<file path="src/rtl/snake_pkg.sv">
// Shared snake-game definitions: game states, scan codes, field bounds
// and the apple generator FSM encoding.
package snake_pkg;

  localparam logic [1:0] PLAY = 2'b10;
  localparam logic [1:0] IDLE = 2'b00;

  localparam logic [1:0] SCAN_NONE = 2'd0;
  localparam logic [1:0] SCAN_HEAD = 2'd1;
  localparam logic [1:0] SCAN_BODY = 2'd2;
  localparam logic [1:0] SCAN_WALL = 2'd3;

  localparam logic [5:0] X_MIN = 6'd1;
  localparam logic [5:0] X_MAX = 6'd38;
  localparam logic [5:0] Y_MIN = 6'd1;
  localparam logic [5:0] Y_MAX = 6'd28;

  localparam logic [5:0] FALL_X = 6'd20;
  localparam logic [5:0] FALL_Y = 6'd15;

  localparam int CELL_SHIFT = 4;

  typedef enum logic [1:0] {
    LIVE = 2'd0,
    EAT  = 2'd1,
    SEEK = 2'd2
  } apple_state_t;

  function automatic logic in_field(input logic [5:0] x, input logic [5:0] y);
    return (x >= X_MIN) && (x <= X_MAX) && (y >= Y_MIN) && (y <= Y_MAX);
  endfunction

endpackage

</file>
<file path="src/rtl/lfsr16.sv">
// Free-running 16-bit Galois LFSR with a nonzero seed; shifts right every
// cycle, XORing the tap mask in whenever a one falls out of bit 0.
module lfsr16 #(
  parameter logic [15:0] SEED = 16'hACE1,
  parameter logic [15:0] TAPS = 16'hB400
) (
  input  logic        clk,
  input  logic        rst_n,
  output logic [15:0] value
);

  logic [15:0] lfsr;

  always_ff @(posedge clk or negedge rst_n) begin
    if (!rst_n)
      lfsr <= SEED;
    else
      lfsr <= {1'b0, lfsr[15:1]} ^ (lfsr[0] ? TAPS : 16'h0000);
  end

  assign value = lfsr;

endmodule

</file>
<file path="src/rtl/apple_gen.sv">
// Apple placement for the snake game: detects the head eating the apple,
// pulses add_cube, then relocates the apple to a random free field cell.
module apple_gen
  import snake_pkg::*;
#(
  parameter logic [15:0] LFSR_SEED = 16'hACE1,
  parameter logic [5:0]  APPLE_X0  = 6'd24,
  parameter logic [5:0]  APPLE_Y0  = 6'd10,
  parameter int          SEEK_MAX  = 63
) (
  input  logic       CLK_50M,
  input  logic       RSTn,
  input  logic [5:0] head_x,
  input  logic [5:0] head_y,
  input  logic [1:0] game_status,
  input  logic [9:0] x_pos,
  input  logic [9:0] y_pos,
  output logic       add_cube,
  output logic [5:0] apple_x,
  output logic [5:0] apple_y,
  output logic       apple
);

  logic [15:0]  rnd;
  logic [5:0]   cand_x;
  logic [5:0]   cand_y;
  logic         cand_ok;
  logic         unused_rnd;

  apple_state_t state, state_next;
  logic [5:0]   rej_cnt, rej_next;
  logic [5:0]   apple_x_next, apple_y_next;

  lfsr16 #(
    .SEED (LFSR_SEED),
    .TAPS (16'hB400)
  ) u_lfsr (
    .clk   (CLK_50M),
    .rst_n (RSTn),
    .value (rnd)
  );

  assign cand_x     = rnd[5:0];
  assign cand_y     = {1'b0, rnd[12:8]};
  assign unused_rnd = ^{rnd[15:13], rnd[7:6]};
  assign cand_ok    = in_field(cand_x, cand_y) && !((cand_x == head_x) && (cand_y == head_y));

  always_ff @(posedge CLK_50M or negedge RSTn) begin
    if (!RSTn) begin
      state   <= LIVE;
      rej_cnt <= 6'd0;
      apple_x <= APPLE_X0;
      apple_y <= APPLE_Y0;
    end else begin
      state   <= state_next;
      rej_cnt <= rej_next;
      apple_x <= apple_x_next;
      apple_y <= apple_y_next;
    end
  end

  always_comb begin
    state_next   = state;
    rej_next     = rej_cnt;
    apple_x_next = apple_x;
    apple_y_next = apple_y;
    case (state)
      LIVE: begin
        if ((game_status == PLAY) && (head_x == apple_x) && (head_y == apple_y))
          state_next = EAT;
      end
      EAT: begin
        rej_next   = 6'd0;
        state_next = SEEK;
      end
      SEEK: begin
        // Once the reject budget is spent, place deterministically instead.
        if (rej_cnt == 6'(SEEK_MAX)) begin
          apple_x_next = FALL_X;
          apple_y_next = ((head_x == FALL_X) && (head_y == FALL_Y)) ? FALL_Y + 6'd1 : FALL_Y;
          state_next   = LIVE;
        end else if (cand_ok) begin
          apple_x_next = cand_x;
          apple_y_next = cand_y;
          state_next   = LIVE;
        end else begin
          rej_next = rej_cnt + 6'd1;
        end
      end
      default: state_next = LIVE;
    endcase
  end

  assign add_cube = (state == EAT);

  assign apple = (x_pos < 10'd640) && (y_pos < 10'd480) &&
                 (x_pos[9:CELL_SHIFT] == apple_x) && (y_pos[9:CELL_SHIFT] == apple_y);

endmodule

</file>
<file path="config.mk">
export PLATFORM = sky130hd
export DESIGN_NAME = apple_gen
export DESIGN_NICKNAME = d
export VERILOG_FILES = /design/src/rtl/snake_pkg.sv /design/src/rtl/lfsr16.sv /design/src/rtl/apple_gen.sv
export SDC_FILE = /design/constraint.sdc
export NUM_CORES = 1
export LEC_CHECK = 0
export ABC_AREA = 1
export CAP_MARGIN = 20
export CORE_MARGIN = 2
export CORE_UTILIZATION = 45
export DETAILED_ROUTE_END_ITERATION = 10
export MAX_ROUTING_LAYER = met4
export PLACE_DENSITY_LB_ADDON = 0.2
export SLEW_MARGIN = 20
export SYNTH_ARGS = -nofsm -noshare
export SYNTH_HDL_FRONTEND = slang
export SYNTH_HIERARCHICAL = 1
export SYNTH_SLANG_ARGS = --single-unit
</file>
<file path="constraint.sdc">
create_clock -name CLK_50M -period 1.5 [get_ports CLK_50M]
set_input_delay 0.225 -clock CLK_50M [delete_from_list [all_inputs] [get_ports CLK_50M]]
set_output_delay 0.225 -clock CLK_50M [all_outputs]
set_load 0.02 [all_outputs]
</file>
==> results.yml <==
status:
  violations: "negative setup slack"
  run_status: "finished with violations"
setup_path:
  critPathLaunchType: "flop"
  worst_ep_arrival_time_ns: 1.50
  path_class: "reg2out"
  critical_path_required_ns: 1.27
  reg2reg_setup_slack_ns: -0.22
  crit_path_capture_type: "primary output"
  path_max_fanout: 4
floorplan:
  io_count: 50
  core_area_um2: 4440
  dieArea_um2: 5280
  die_w_um: 72.7
  floorplan.initialDensity_pct: 47.7
  die_boundary_height_um: 72.7
  fp-row-count: 24
global_route:
  antenna_found_initial: 0
  grt.total_usage_pct: 24.7
  global_routing_usage_on_met1_pct: 32.1
  grt_start_max_net_pins: 36
  grt_pass1_vias: 2042
  grtUsageMet2_pct: 38.1
  grt_first_pass_wirelength_um: 9640
  global_route_met3_usage_pct: 5.66
  busiest_layer: "met2"
  global_route.overflow_total: 0
sta:
  report.final.hold_viol_count: 0
  final.setup.worst_slack_ns: -0.228
  layout_min_cycle_time_ns: 1.73
  finalMaxSlewViolations: 0
  grt_setup_unrepaired: "yes"
  largest_clock_skew_in_the_final_design_ns: 0.00799
  finalSetupViolations: 20
  fmax_ghz: 0.579
  post-route-period-util_pct: 115
final_layout:
  final_util_pct: 74.3
  antenna_cells_inserted: 0
  design_area_um2: 3300
  final_net_count: 418
  fill_cells: 309
  layout-area-overhead-vs-synth_pct: 55.8
  final_layout_size_suffix_gt1_share_pct: 34.1
synthesis:
  netlist-cell-type-count: 33
  synth.most_common_cell: "sky130_fd_sc_hd__nand2_1"
  synth_async_sr_flop_share_pct: 100
  ys_warn_count: 6
  synth.yosys.seq_area_share_pct: 42.0
  synth.cells.most_frequent: "sky130_fd_sc_hd__nand2_1, sky130_fd_sc_hd__inv_1, sky130_fd_sc_hd__nand3_1"
  netlist_top_cells_area: "sky130_fd_sc_hd__dfrtp_1, sky130_fd_sc_hd__nand2_1, sky130_fd_sc_hd__dfstp_2"
  ys_seq_elements: 35
  post_synth_instance_area_um2: 2120
  synth-edff-count: 0
  synth.top_cell.area_share_pct: 27.1
  ys.flop_type: "sky130_fd_sc_hd__dfrtp_1"
  syn_nets: 325
  yosysTopAreaCell: "sky130_fd_sc_hd__dfrtp_1"
  postSynthCellCount: 284
  avgSynthCellArea_um2: 7.47
placed_design:
  port-buffer-count: 40
  placed_area_um2: 2910
  place.gp.congestion: 0.892
  post_detailed_placement_half_perimeter_wirelength_um: 4090
pwr:
  irDropWorstVdd_mv: 0.608
  leakage_nw: 1.63
  seqPwrFrac_pct: 39.4
  power.share.combinational_pct: 31.2
  switchingPower_w: 0.000810
  clock_power_share_pct: 29.4
  powerDensity_nw_per_um2: 785
  power_report.internal_total_w: 0.00178
  sw_frac_of_total_pct: 31.3
drt:
  post_drt_via_cell_ratio: 5.16
  drt_wl_total_um: 5910
  initialDrtViolationCount: 124
  dr_total_vias: 2220
  wl_per_cell_um: 13.7
  remaining_design_rule_violation_count: 0
  antenna_left: 0
  first_pass_drt_iterations: 4
clock_network:
  numCtsBuffers: 5
  ctsHtreeMaxLevel: 2
  worstSkewPairLatency_ns: 0.29
  ctsHoldBuffers: 0
  path_clk_slew_ns: 0.07
  tritoncts_num_sinks: 35
  cts_tree: "yes"
  cts.root.buffer_cell: "sky130_fd_sc_hd__clkbuf_8"
  ctsLongestPathBuffers: 2
flow_run:
  max_cap_viols: 0
hold_path:
  timing.hold.worst.class: "in2async"
[registers in the layout, summed over array words and instances (netlist names)]
name	flops
apple_y	5
u_lfsr/value	16
apple_x	6
rej_cnt	6
state	2
[logic make-up (layout without fill, tap and decap cells)]
| group | count (synthesis) | in the layout | synth area share [%] |
|---|---|---|---|
| compound gates | 22 | 22 | 6.02 |
| xor+xnor | 13 | 13 | 5.37 |
| fa+ha+maj | 5 | 5 | 2.95 |
| buf+inv | 47 | 140 | 9.20 |
| flops | 35 | 35 | 42.0 |
| other cells | 1 | 1 | 0.177 |
| simple gates | 161 | 162 | 34.3 |
[layout make-up]
class / count / area [µm²] / share of cell area (%)
clock buffer: 8 / 100 / 3.03
inverter: 42 / 163 / 4.92
multi-input combinational: 203 / 1270 / 38.6
sequential: 35 / 891 / 27.0
tap: 52 / 65.1 / 1.97
timing repair buffer: 90 / 811 / 24.5
[power by group through the flow]
stage / registers [W] / clock network [W] / logic (W)
3_3_place_gp: 0.00104 / 0 / 0.000711
2_1_floorplan: 0.00104 / 0 / 0.000369
6_report: 0.00102 / 0.000761 / 0.000809
4_1_cts: 0.00102 / 0.000782 / 0.000753
3_5_place_dp: 0.00104 / 0 / 0.000719
5_1_grt: 0.00103 / 0.000817 / 0.000896
[final timing paths]
path / start / endpoint / cells past startpoint
hold reg to reg: u_lfsr/value[7] / u_lfsr/value[6] / 0
hold / removal: RSTn / u_lfsr/value[2] / 2
setup / recovery: apple_x[3] / apple / 7
max in group asynchronous: RSTn / u_lfsr/value[6] / 2
setup reg to reg: u_lfsr/value[5] / rej_cnt[4] / 12
min in group CLK_50M: u_lfsr/value[7] / u_lfsr/value[6] / 0
[metal layers]
metal | routed length (µm) | vias to the layer above
met5 | 0 | -
li1 | - | 1100
met1 | 2590 | 1045
met2 | 2850 | 65
met3 | 341 | 10
met4 | 125 | 0
[timing repair]
action / 4_1_cts / 5_1_grt
endpoints found under the setup margin: 32 / 22
setup buffers: 6 / 3
cloned: 2 / 0
resized for setup: 54 / 27
pin swaps: 12 / 13
[stage by stage]
stage	TNS (ns)	power [W]	instances	hold slack [ns]	setup slack, ns
floorplan	0	0.00141	284	-0.0706	0.000658
global placement	-6.68	0.00175	413	0.347	-0.578
detailed placement	-7.00	0.00176	413	0.353	-0.631
CTS	-2.46	0.00256	429	0.301	-0.261
global route	-5.13	0.00274	430	0.319	-0.327
finish	-3.08	0.00259	430	0.298	-0.228
[critical path, cell delays in order, from the launching register on]
cell and delay (ns):
sky130_fd_sc_hd__dfstp_2 0.54, sky130_fd_sc_hd__buf_4 0.15, sky130_fd_sc_hd__nand2_1 0.06, sky130_fd_sc_hd__nand4_1 0.10, sky130_fd_sc_hd__nor3_2 0.04, sky130_fd_sc_hd__o211ai_1 0.12
sky130_fd_sc_hd__nor2_2 0.05, sky130_fd_sc_hd__buf_4 0.15
[cell usage in the layout (no fill, tap or decap), types with 8 or more instances in the layout]
cell,Yosys,layout
sky130_fd_sc_hd__nand2_1,89,79
sky130_fd_sc_hd__buf_4,2,45
sky130_fd_sc_hd__inv_1,39,38
sky130_fd_sc_hd__clkdlybuf4s50_1,0,27
sky130_fd_sc_hd__dfrtp_1,23,23
sky130_fd_sc_hd__nand3_2,1,16
sky130_fd_sc_hd__dfstp_2,12,12
sky130_fd_sc_hd__nand4_1,11,11
sky130_fd_sc_hd__nor2_1,15,11
sky130_fd_sc_hd__nand2_2,3,11
sky130_fd_sc_hd__xnor2_1,8,8
Note: power is estimated with default switching activity, not from simulation.
